[src/rtl/xgbe_tx_pkg.sv]
// Shared definitions for the 10GbE transmit framer.
//   ETH_HDR_BYTES    : Ethernet II header length (dst MAC, src MAC, EtherType)
//   HDR_SHIFT        : lane shift applied to the payload (header bytes past beat 0)
//   tx_state_e       : framer FSM states
//   keep_from_count  : byte count (0..8) -> contiguous tkeep mask from lane 0
//   count_from_keep  : contiguous tkeep mask -> byte count
//   lane_mask        : tkeep -> 64-bit data mask (one byte per keep bit)
package xgbe_tx_pkg;

  localparam int ETH_HDR_BYTES = 14;
  localparam int HDR_SHIFT     = ETH_HDR_BYTES - 8;

  typedef enum logic [1:0] {
    ST_IDLE  = 2'd0,
    ST_DATA  = 2'd1,
    ST_FLUSH = 2'd2,
    ST_PAD   = 2'd3
  } tx_state_e;

  function automatic logic [7:0] keep_from_count(input logic [3:0] n);
    logic [7:0] m;
    m = '0;
    for (int i = 0; i < 8; i++) begin
      if (i < int'(n)) m[i] = 1'b1;
    end
    return m;
  endfunction

  function automatic logic [3:0] count_from_keep(input logic [7:0] keep);
    logic [3:0] c;
    c = '0;
    for (int i = 0; i < 8; i++) begin
      c = c + 4'(keep[i]);
    end
    return c;
  endfunction

  function automatic logic [63:0] lane_mask(input logic [7:0] keep);
    logic [63:0] m;
    for (int i = 0; i < 8; i++) begin
      m[8*i +: 8] = {8{keep[i]}};
    end
    return m;
  endfunction

endpackage

[src/rtl/xgbe_tx_framer_byte_shift.sv]
// Combinational 6-byte realigner. The six header/payload bytes carried over
// from the previous beat fill lanes 0-5, the current payload bytes 0-1 fill
// lanes 6-7, and payload bytes 2-7 become the next carry.
//   hold        in  48  carried bytes, byte i in [8i+7:8i]
//   data/keep   in  64/8 current payload beat
//   last        in  1   current beat is the payload's tlast beat
//   out_data    out 64  realigned beat, lanes past out_bytes forced to 0
//   out_bytes   out 4   valid bytes in out_data (8 unless the frame ends here)
//   next_hold   out 48  carry for the following beat
//   need_flush  out 1   last beat left bytes in the carry that need one more beat
//   flush_bytes out 4   number of carried bytes the flush beat will emit
module xgbe_tx_byte_shift
  import xgbe_tx_pkg::*;
(
  input  logic [47:0] hold,
  input  logic [63:0] data,
  input  logic [7:0]  keep,
  input  logic        last,
  output logic [63:0] out_data,
  output logic [3:0]  out_bytes,
  output logic [47:0] next_hold,
  output logic        need_flush,
  output logic [3:0]  flush_bytes
);

  // Payload bytes that fit in the current output beat after the shift.
  localparam logic [3:0] LANES_FREE = 4'(8 - HDR_SHIFT);

  logic [3:0] k;

  always_comb begin
    k           = count_from_keep(keep);
    need_flush  = last && (k > LANES_FREE);
    out_bytes   = (last && !need_flush) ? 4'(HDR_SHIFT) + k : 4'd8;
    flush_bytes = need_flush ? k - LANES_FREE : 4'd0;
    out_data    = {data[15:0], hold} & lane_mask(keep_from_count(out_bytes));
    next_hold   = data[63:16];
  end

endmodule

[src/rtl/xgbe_tx_framer.sv]
// Transmit framer: prepends a 14-byte Ethernet II header to a headerless
// 64-bit AXI-Stream payload, realigns the payload by 6 bytes and zero-pads
// frames shorter than MIN_FRAME_BYTES. FCS is left to the MAC.
//   xgemac_clk_156            in   156.25 MHz MAC user clock
//   core_reset_n              in   asynchronous active-low reset
//   dst_mac_id / src_mac_id   in   48-bit MACs, [47:40] is wire byte 0
//   s_axis_t{data,keep,valid,last} / s_axis_tready   payload slave stream
//   m_axis_t{data,keep,valid,last} / m_axis_tready   framed master stream
//   frames_sent               out  completed output frames, wraps mod 2^32
module xgbe_tx_framer
  import xgbe_tx_pkg::*;
#(
  parameter logic [15:0] ETHERTYPE       = 16'h88B5,
  parameter int          MIN_FRAME_BYTES = 60
) (
  input  logic        xgemac_clk_156,
  input  logic        core_reset_n,
  input  logic [47:0] dst_mac_id,
  input  logic [47:0] src_mac_id,
  input  logic [63:0] s_axis_tdata,
  input  logic [7:0]  s_axis_tkeep,
  input  logic        s_axis_tvalid,
  input  logic        s_axis_tlast,
  output logic        s_axis_tready,
  output logic [63:0] m_axis_tdata,
  output logic [7:0]  m_axis_tkeep,
  output logic        m_axis_tvalid,
  output logic        m_axis_tlast,
  input  logic        m_axis_tready,
  output logic [31:0] frames_sent
);

  // A padded frame always ends on the beat that starts at PAD_LAST_START,
  // carrying PAD_LAST_BYTES bytes.
  localparam logic [13:0] PAD_LAST_START = 14'((MIN_FRAME_BYTES / 8) * 8);
  localparam logic [3:0]  PAD_LAST_BYTES = 4'(MIN_FRAME_BYTES - (MIN_FRAME_BYTES / 8) * 8);
  localparam logic [14:0] MIN_LEN        = 15'(MIN_FRAME_BYTES);
  localparam logic [13:0] CNT_MAX        = 14'h3FFF;

  tx_state_e   state, state_nxt;
  logic [47:0] hold, hold_nxt;
  logic [3:0]  flush_q, flush_nxt;
  logic [13:0] byte_cnt;

  logic        advance;
  logic        load;
  logic        is_end;
  logic [63:0] o_data;
  logic [7:0]  o_keep;
  logic        o_last;
  logic [3:0]  o_bytes;
  logic [3:0]  cnt_add;

  logic [63:0] sh_data;
  logic [3:0]  sh_bytes;
  logic [47:0] sh_next_hold;
  logic        sh_need_flush;
  logic [3:0]  sh_flush_bytes;

  assign advance       = !m_axis_tvalid || m_axis_tready;
  assign s_axis_tready = (state == ST_DATA) && advance;

  xgbe_tx_byte_shift u_shift (
    .hold        (hold),
    .data        (s_axis_tdata),
    .keep        (s_axis_tkeep),
    .last        (s_axis_tlast),
    .out_data    (sh_data),
    .out_bytes   (sh_bytes),
    .next_hold   (sh_next_hold),
    .need_flush  (sh_need_flush),
    .flush_bytes (sh_flush_bytes)
  );

  always_comb begin
    // NOTE: every output of this block gets a default first, so no path
    // through the case below leaves a variable unassigned and infers a latch.
    state_nxt = state;
    hold_nxt  = hold;
    flush_nxt = flush_q;
    load      = 1'b0;
    is_end    = 1'b0;
    o_data    = '0;
    o_keep    = '0;
    o_last    = 1'b0;
    o_bytes   = '0;
    cnt_add   = '0;

    unique case (state)
      ST_IDLE: begin
        if (s_axis_tvalid && advance) begin
          load = 1'b1;
          for (int i = 0; i < 6; i++) begin
            o_data[8*i +: 8] = dst_mac_id[47-8*i -: 8];
          end
          o_data[63:48] = {src_mac_id[39:32], src_mac_id[47:40]};
          o_keep        = 8'hFF;
          for (int i = 0; i < 4; i++) begin
            hold_nxt[8*i +: 8] = src_mac_id[31-8*i -: 8];
          end
          hold_nxt[47:32] = {ETHERTYPE[7:0], ETHERTYPE[15:8]};
          state_nxt       = ST_DATA;
        end
      end

      ST_DATA: begin
        if (s_axis_tvalid && s_axis_tready) begin
          load     = 1'b1;
          hold_nxt = sh_next_hold;
          o_data   = sh_data;
          o_bytes  = sh_bytes;
          if (sh_need_flush) begin
            o_keep    = 8'hFF;
            cnt_add   = 4'd8;
            flush_nxt = sh_flush_bytes;
            state_nxt = ST_FLUSH;
          end else if (s_axis_tlast) begin
            is_end = 1'b1;
          end else begin
            o_keep  = 8'hFF;
            cnt_add = 4'd8;
          end
        end
      end

      ST_FLUSH: begin
        if (advance) begin
          load    = 1'b1;
          o_data  = {16'h0, hold} & lane_mask(keep_from_count(flush_q));
          o_bytes = flush_q;
          is_end  = 1'b1;
        end
      end

      ST_PAD: begin
        if (advance) begin
          load = 1'b1;
          if (byte_cnt == PAD_LAST_START) begin
            o_keep    = keep_from_count(PAD_LAST_BYTES);
            o_last    = 1'b1;
            state_nxt = ST_IDLE;
          end else begin
            o_keep  = 8'hFF;
            cnt_add = 4'd8;
          end
        end
      end

      default: state_nxt = ST_IDLE;
    endcase

    // Last payload-carrying beat: either close the frame here or, for a runt,
    // emit a full zero-filled beat and continue in PAD. A runt whose data
    // already reaches the final pad beat closes right here.
    if (is_end) begin
      if (({1'b0, byte_cnt} + 15'(o_bytes)) < MIN_LEN) begin
        if (byte_cnt == PAD_LAST_START) begin
          o_keep    = keep_from_count(PAD_LAST_BYTES);
          o_last    = 1'b1;
          state_nxt = ST_IDLE;
        end else begin
          o_keep    = 8'hFF;
          cnt_add   = 4'd8;
          state_nxt = ST_PAD;
        end
      end else begin
        o_keep    = keep_from_count(o_bytes);
        o_last    = 1'b1;
        state_nxt = ST_IDLE;
      end
    end
  end

  // NOTE: sequential state is assigned with <= so every flop samples the
  // pre-edge values regardless of statement order.
  always_ff @(posedge xgemac_clk_156 or negedge core_reset_n) begin
    if (!core_reset_n) begin
      state    <= ST_IDLE;
      // NOTE: the carry register is a plain register, not a memory, so it is
      // reset along with the rest to keep a truncated frame from leaking bytes.
      hold     <= '0;
      flush_q  <= '0;
      byte_cnt <= '0;
    end else begin
      state   <= state_nxt;
      hold    <= hold_nxt;
      flush_q <= flush_nxt;
      if (load) begin
        if (state == ST_IDLE) begin
          byte_cnt <= 14'd8;
        end else if (byte_cnt > CNT_MAX - 14'(cnt_add)) begin
          byte_cnt <= CNT_MAX;
        end else begin
          byte_cnt <= byte_cnt + 14'(cnt_add);
        end
      end
    end
  end

  always_ff @(posedge xgemac_clk_156 or negedge core_reset_n) begin
    if (!core_reset_n) begin
      m_axis_tvalid <= 1'b0;
      m_axis_tdata  <= '0;
      m_axis_tkeep  <= '0;
      m_axis_tlast  <= 1'b0;
      frames_sent   <= '0;
    end else begin
      if (load) begin
        m_axis_tvalid <= 1'b1;
        m_axis_tdata  <= o_data;
        m_axis_tkeep  <= o_keep;
        m_axis_tlast  <= o_last;
      end else if (advance) begin
        m_axis_tvalid <= 1'b0;
        m_axis_tdata  <= '0;
        m_axis_tkeep  <= '0;
        m_axis_tlast  <= 1'b0;
      end
      if (m_axis_tvalid && m_axis_tready && m_axis_tlast) begin
        frames_sent <= frames_sent + 32'd1;
      end
    end
  end

endmodule

[config.mk]
export PLATFORM = sky130hd
export DESIGN_NAME = xgbe_tx_framer
export DESIGN_NICKNAME = d
export VERILOG_FILES = /design/src/rtl/xgbe_tx_pkg.sv /design/src/rtl/xgbe_tx_framer_byte_shift.sv /design/src/rtl/xgbe_tx_framer.sv
export SDC_FILE = /design/constraint.sdc
export NUM_CORES = 1
export LEC_CHECK = 0
export ABC_AREA = 1
export BUFFER_PORTS_ARGS = -buffer_cell sky130_fd_sc_hd__buf_2
export CORE_MARGIN = 3
export CORE_UTILIZATION = 30
export DETAILED_ROUTE_END_ITERATION = 10
export PLACE_DENSITY_LB_ADDON = 0.2
export SETUP_SLACK_MARGIN = 0.5
export SLEW_MARGIN = 20
export SYNTH_ARGS = -nofsm -noshare
export SYNTH_HDL_FRONTEND = slang
export SYNTH_SLANG_ARGS = --single-unit
export TNS_END_PERCENT = 50
[constraint.sdc]
create_clock -name xgemac_clk_156 -period 5.15 [get_ports xgemac_clk_156]
set_input_delay 1.2875 -clock xgemac_clk_156 [delete_from_list [all_inputs] [get_ports xgemac_clk_156]]
set_output_delay 1.2875 -clock xgemac_clk_156 [all_outputs]
set_load 0.05 [all_outputs]
Yosys cells after proc, flatten, opt, wreduce, memory -nomap -nowiden. Index checks and enable logic that the tools add are counted.

Input port bits: 173. Bits in registers: 174. Logic and storage cells: 181. Output and inout port bits: 107.

Reduce and logical (&&, ||, !) cells: 18. Bitwise operators: 2. Multiplexer cells: 101. $add $sub $neg: 13. Eq/ne operators: 11. Order comparisons: 27.

Operator list (count): two-way mux 64 bit (5); case mux 64 bit (3 select lines) (1); two-way mux 48 bit (2); case mux 48 bit (2 select lines) (1); two-way mux 8 bit (10); AND 48 x 64 -> 64 bit (1); AND 64 bit (1); two-way mux 1 bit (55); < comparator 3 x 4 -> 1 bit, first input constant (12); two-way mux 4 bit (11); adder 32 x 1 -> 32 bit, second input constant (1); two-way mux 14 bit (2); adder 4 x 1 -> 4 bit (6); < comparator 1 x 4 -> 1 bit, first input constant (6); < comparator 2 x 4 -> 1 bit, first input constant (6); case mux 8 bit (3 select lines) (1); two-way mux 2 bit (8); case mux 4 bit (2 select lines) (2); adder 14 x 4 -> 15 bit (1); < comparator 15 x 6 -> 1 bit, second input constant (1); adder 14 x 4 -> 14 bit (1); == test 14 x 6 -> 1 bit, second input constant (1); greater-than comparator 14 bit (1); inequality test 3 bit, second input constant (4); other kinds (22) (32).

Logic depth before layout (Yosys ltp).
Depth after elaboration: 22. Gate-level depth with buffers: 39. Mapped depth without buffers: 39.

Modules after synthesis. From an unflattened synthesis, not the netlist that was laid out.

Cells, all modules: 1302. Area total of the unflattened synthesis: 10182.3 um2.

Modules (own cells, without submodules): xgbe_tx_framer (area each 8921.1 um2, instances 1, cells an instance 1061, seq. area each 4304.1 um2); xgbe_tx_byte_shift (area each 1261.2 um2, instances 1, cells an instance 241, seq. area each 0.0 um2).

Least setup slack after synthesis. No wires, ideal clock.

Kind: input port to flip-flop. Start point: input port s_axis_tkeep[0]. End point: register byte_cnt[11]. Data arrival time: 6659 ps. Setup slack: -1645 ps. Buffers on the path: 0. Data required time: 5014 ps. Stages: 39. Setup time: 136 ps. Cell sequence: ha_1 inv_1 fa_1 fa_1 inv_1 fa_1 inv_1 fa_1 inv_2 nand2_1 nand3_2 nor2_4 nand2_1 nor2_1 inv_1 o22ai_1 nand2_1 inv_1 (+3 left out) inv_1 nand2_4 nand2_1 nand2_1 nand2_1 nand4_2 nor2_4 nand3_2 inv_2 nand2_2 nand2_1 ha_1 ha_1 inv_1 nor3_1 a21oi_1 o21ai_0 o211ai_1.

Cells in the longest elaborated chain, start to end: 22. Elaborated cells between the ends (all ways): 31. Those cells by class: add/sub: 11; order compare: 3; mux: 14; reduce/logical: 3.

Ends and longest elaborated chain: start: declaration (line xgbe_tx_framer.sv:21) `input logic [7:0] s_axis_tkeep,`; adder 1 x 1 -> 2 bit * (line xgbe_tx_pkg.sv:33) `c = c + 4'(keep[i]);`; adder 4 x 1 -> 4 bit * (6 in series) (line xgbe_tx_pkg.sv:33); greater-than comparator 4 x 2 -> 1 bit (line xgbe_tx_framer_byte_shift.sv:33) `need_flush = last && (k > LANES_FREE);`; logical AND 1 bit (line xgbe_tx_framer_byte_shift.sv:33); logical NOT 1 bit (line xgbe_tx_framer_byte_shift.sv:34) `out_bytes = (last && !need_flush) ? 4'(HDR_SHIFT) + k : 4'd8;`; logical AND 1 bit (line xgbe_tx_framer_byte_shift.sv:34); two-way mux 4 bit (line xgbe_tx_framer_byte_shift.sv:34); two-way mux 4 bit (line xgbe_tx_framer.sv:107) `if (s_axis_tvalid && s_axis_tready) begin`; case mux 4 bit (2 select lines) (line xgbe_tx_framer.sv:89) `unique case (state)`; adder 14 x 4 -> 15 bit (line xgbe_tx_framer.sv:156) `if (({1'b0, byte_cnt} + 15'(o_bytes)) < MIN_LEN) begin`; < comparator 15 x 6 -> 1 bit (line xgbe_tx_framer.sv:156); two-way mux 4 bit (line xgbe_tx_framer.sv:156); two-way mux 4 bit * (line xgbe_tx_framer.sv:155) `if (is_end) begin`; subtractor 1 x 5 -> 6 bit (line xgbe_tx_framer.sv:191) `end else if (byte_cnt > CNT_MAX - 14'(cnt_add)) begin`; greater-than comparator 14 bit (line xgbe_tx_framer.sv:191); two-way mux 14 bit * (line xgbe_tx_framer.sv:191); two-way mux 14 bit * (line xgbe_tx_framer.sv:189) `if (state == ST_IDLE) begin`; end signal: assignment (line xgbe_tx_framer.sv:194) `byte_cnt <= byte_cnt + 14'(cnt_add);`; end: declaration (line xgbe_tx_framer.sv:43) `logic [13:0] byte_cnt;`.

Every way passes the cells marked *; elsewhere a longest branch is shown, timed or not. A chain may end at the register's enable or synchronous reset.

Worst setup path after layout.
Start point: input port s_axis_tkeep[1]. End point: register byte_cnt[9].

Same word-level chain as after synthesis.

==> flow_summary.rst <==
.. list-table::
   :header-rows: 1

   * - Metric
     - Value
   * - Min-Delay Path Class
     - flop to flop
   * - RSZ-0062 raised after global routing
     - true
   * - Worst relative slew slack
     - 0.363
   * - Sum of routed wire length over all layers
     - 31.0 mm
   * - Final-layout fill cell count
     - 2,925
   * - GPL Wtd Cong
     - 0.912
   * - Cell depth of the worst hold path
     - 1
   * - Leading post-synthesis cells by cell area
     - sky130_fd_sc_hd__dfrtp_1 (48%), sky130_fd_sc_hd__nand2_1 (8.5%), sky130_fd_sc_hd__a22oi_1 (4.3%)
   * - Number of cell instances on the worst register-to-register path
     - 23
   * - Total number of placement rows
     - 62
   * - Combined global-route utilization of all metal layers
     - 0.193
   * - Horizontal die dimension
     - 178 um
   * - Main synth FF type
     - sky130_fd_sc_hd__dfrtp_1
   * - Gr ovfl total
     - 0
   * - Number of standard cells in the final layout excluding fillers
     - 1,753
   * - Reg-to-reg slack, setup
     - 1.32 ns
   * - Maximum clock insertion buffer count
     - 2
   * - CTS sink count
     - 172
   * - Layout cells sized above 1
     - 0.390
   * - Worst hold-check slack
     - 0.477 ns
   * - Number of global-route vias before repair
     - 8,543
   * - Worst reg2reg path startpoint
     - state[0]$_DFFE_PN0P_
   * - Maximum number of pins on one net before global-route repair
     - 99
   * - Power Total
     - 7300 uW
   * - Shortest period the worst path allows
     - 6.20 ns
   * - Total I/O pin count
     - 280
   * - Max-slew violation count
     - 0
   * - Effective utilization at floorplan
     - 0.307
   * - Cell count after synthesis
     - 1,004
   * - Cell repeated most along the worst path
     - sky130_fd_sc_hd__nand2_2
   * - Max_cap viols
     - 0
   * - DRC violation count after routing
     - 0
   * - Kind of critical path
     - input port to flop
   * - Register Area
     - 0.00430 mm^2
   * - Worst path bufs/invs
     - 7
   * - Share of synthesized registers carrying an async set or reset
     - 1.00
   * - Largest area contributor in the synthesized netlist
     - sky130_fd_sc_hd__dfrtp_1
   * - Origin of the worst min-delay path
     - frames_sent[31]$_DFFE_PN0P_
   * - Root Driver
     - sky130_fd_sc_hd__clkbuf_16
   * - Total of warnings raised by yosys
     - 0
   * - Initial antenna violation count
     - 0
   * - Data arrival, critical path
     - 6.47 ns
   * - Smallest setup slack after layout
     - -1.05 ns
   * - Post-detailed-route count of antenna-violating nets
     - 0
   * - Drt first pass iters
     - 7
   * - Summed negative setup slack over all endpoints
     - -28.45 ns
   * - Count of buffers from port buffering
     - 279
   * - Total count of hold-check failures in the final report
     - 0
   * - Violations in the final reports
     - setup timing
   * - Syn nets
     - 1,196
   * - Distinct cells, synth
     - 48
   * - Share of the synthesized area in the top cell type
     - 0.483
   * - Critical path data required time
     - 5.43 ns
   * - Leakage component of the power
     - 0.00630 uW
   * - Transition time at the pin with the least slew margin
     - 0.956 ns
   * - Layout area overhead
     - 40.6%
   * - Min-Delay Endpoint
     - frames_sent[31]$_DFFE_PN0P_
   * - Number of vias in the routed layout
     - 8,534
   * - Violation count after the first detailed-routing iteration
     - 468
   * - Final Cycle Share
     - 1.20
   * - Power per cell area
     - 583 mW/mm^2
   * - Clock transition at the registers of the reported paths
     - 0.08 ns
   * - First-pass GRT wire length
     - 47.6 mm
   * - Number of cells on the critical path
     - 36
   * - Worst reg2reg path endpoint
     - byte_cnt[9]$_DFFE_PN0P_
   * - Final setup viols
     - 39
   * - Routed length per placed instance
     - 17.7 um
   * - Skew final
     - 0.0192 ns
   * - Post-synthesis cell area
     - 0.00890 mm^2
   * - Slowest cell on the critical path
     - sky130_fd_sc_hd__fa_1
   * - Clock buffer count from CTS
     - 17
   * - Combined area of the multi-input logic cells
     - 0.00452 mm^2
   * - Die extent in y
     - 178 um
   * - Core area
     - 0.0290 mm^2
   * - Ratio of routed vias to standard cells
     - 4.87
   * - Final net count
     - 1,548
   * - Later-pin clock latency in the skew report
     - 0.44 ns
   * - Crit path capture type
     - flop
   * - Run status
     - finished with violations
   * - Top fanout value on the critical path
     - 5
   * - Hold buffer count at CTS
     - 0
   * - Proportion of synthesized chip area in sequential cells
     - 0.483
   * - N_diodes
     - 0
   * - Number of flops mapped to enable cells by yosys
     - 0
   * - Startpoint Class
     - input port
   * - Average size of a mapped cell
     - 8.87 um^2
   * - Area of the die
     - 0.0318 mm^2
   * - Detail Placement HPWL
     - 21.9 mm
   * - Peak clock frequency supported by timing
     - 161 MHz
   * - Stage delay of the slowest cell on the critical path
     - 0.51 ns
   * - Instance count after placement with tap cells included
     - 1,675
   * - Count of H-tree levels built during CTS
     - 4
   * - Number of storage elements in the synthesis netlist
     - 172
   * - Clock tree from TritonCTS
     - yes
   * - Family of cells with the greatest summed delay on the critical path
     - adder cells
   * - VDD IR-drop max
     - 0.277 mV
Yosys cell counts, types with 6 or more instances:
cell	count
sky130_fd_sc_hd__a21oi_1	8
sky130_fd_sc_hd__a22o_1	17
sky130_fd_sc_hd__a22oi_1	51
sky130_fd_sc_hd__a32o_1	8
sky130_fd_sc_hd__a32oi_1	8
sky130_fd_sc_hd__buf_2	6
sky130_fd_sc_hd__clkbuf_1	35
sky130_fd_sc_hd__dfrtp_1	172
sky130_fd_sc_hd__ha_1	15
sky130_fd_sc_hd__inv_1	83
sky130_fd_sc_hd__inv_2	9
sky130_fd_sc_hd__nand2_1	202
sky130_fd_sc_hd__nand2_2	8
sky130_fd_sc_hd__nand3_1	30
sky130_fd_sc_hd__nand3_2	6
sky130_fd_sc_hd__nand4_1	10
sky130_fd_sc_hd__nor2_1	102
sky130_fd_sc_hd__nor3_1	18
sky130_fd_sc_hd__nor4_1	11
sky130_fd_sc_hd__o21ai_0	76
sky130_fd_sc_hd__o22a_1	7
sky130_fd_sc_hd__o31ai_1	32
sky130_fd_sc_hd__xnor2_1	8
sky130_fd_sc_hd__xor2_1	29
cell families after synthesis:
family                   synth area share
AND/OR/NAND/NOR                     0.209
AO/OA/AOI/OAI                       0.180
flip-flops                          0.483
buffers and inverters              0.0582
XOR/XNOR                           0.0364
adder cells (fa/ha/maj)            0.0301
multiplexers                      0.00253
final cells by class:
class | instances | share of cell area
multi-input cells | 697 | 0.361
flip-flops and latches | 172 | 0.344
repair buffers | 376 | 0.183
well taps | 384 | 0.0384
clock buffers | 18 | 0.0343
inverters | 92 | 0.0286
clock inverters | 14 | 0.0111
state kept, by name, summed over array words and instances (netlist names):
register and count:
m_axis_tvalid 1, flush_q 4, hold 48, m_axis_tdata 64, frames_sent 32, state 2, m_axis_tlast 1, byte_cnt 12
m_axis_tkeep 8
worst register-to-register path, stage by stage (launching register included):
cell and delay, ns:
sky130_fd_sc_hd__dfrtp_1 0.40, sky130_fd_sc_hd__inv_1 0.11, sky130_fd_sc_hd__ha_1 0.47, sky130_fd_sc_hd__inv_1 0.36, sky130_fd_sc_hd__nor2_2 0.07, sky130_fd_sc_hd__ha_1 0.31
sky130_fd_sc_hd__nand2_2 0.10, sky130_fd_sc_hd__nor2_4 0.13, sky130_fd_sc_hd__nand4_4 0.13, sky130_fd_sc_hd__nand2_4 0.15, sky130_fd_sc_hd__nand2_2 0.06, sky130_fd_sc_hd__nand2_2 0.10
sky130_fd_sc_hd__nand4_4 0.11, sky130_fd_sc_hd__nor2_4 0.13, sky130_fd_sc_hd__nand3_2 0.08, sky130_fd_sc_hd__inv_2 0.07, sky130_fd_sc_hd__nand2_2 0.05, sky130_fd_sc_hd__nand2_2 0.08
sky130_fd_sc_hd__ha_4 0.16, sky130_fd_sc_hd__ha_4 0.16, sky130_fd_sc_hd__inv_4 0.06, sky130_fd_sc_hd__nor2_4 0.10, sky130_fd_sc_hd__xor2_1 0.16, sky130_fd_sc_hd__o221ai_1 0.13
what timing repair did:
item / in CTS / in global routing
pin swaps: 12 / 41
endpoints found under the setup margin: 71 / 79
gates cloned: 1 / 0
buffers inserted: 39 / 6
resized for setup: 29 / 94
power by group:
group	leakage, uW	internal, uW	switching, uW
combinational	0.00380	1390	2550
sequential	0.00222	1790	307
clock	0.000282	647	625
stage by stage:
stage           util  setup WS [ns]  instance area (um^2)
2_1_floorplan      -          -1.29                  9070
3_5_place_dp   0.388          -1.51                 11200
5_1_grt        0.431          -1.31                 12500
4_1_cts        0.420         -0.955                 12200
6_report       0.431          -1.05                 12500
3_3_place_gp   0.388          -1.43                 11200
cells in the final DEF, fill, tap and decap left out, drive strengths merged, types with 2 or more instances in the layout:
cell      n
nor2    110
o221ai    5
xor2     29
o211ai    5
o22a      7
a21oi     9
clkinv    5
a22o     17
ha       15
a32oi     8
xnor2     8
nand2   214
clkbuf   19
o22ai     2
fa        4
mux2      2
a22oi    51
a31oi     2
nand3    36
o21ai    82
o31ai    32
nor3     20
buf     375
inv     101
nand4    14
nand3b    2
dfrtp   172
nor4     11
a32o      8
per-layer routing:
metal	global-route usage	part of all wire
met1	0.247	0.43
met5	0	0
met2	0.321	0.48
met3	0.0494	0.067
met4	0.0558	0.022
how the worst max path moves through the flow:
stage               startpoint                  endpoint  slack, ns
2_1_floorplan  s_axis_tkeep[1]   byte_cnt[1]$_DFFE_PN0P_      -1.29
3_3_place_gp   s_axis_tkeep[1]  byte_cnt[12]$_DFFE_PN0P_      -1.43
3_5_place_dp   s_axis_tkeep[1]  byte_cnt[13]$_DFFE_PN0P_      -1.51
4_1_cts        s_axis_tkeep[1]   byte_cnt[9]$_DFFE_PN0P_      -0.95
5_1_grt        s_axis_tkeep[1]   byte_cnt[9]$_DFFE_PN0P_      -1.31
6_report       s_axis_tkeep[1]   byte_cnt[9]$_DFFE_PN0P_      -1.05
(Power assumes the default switching activity.)
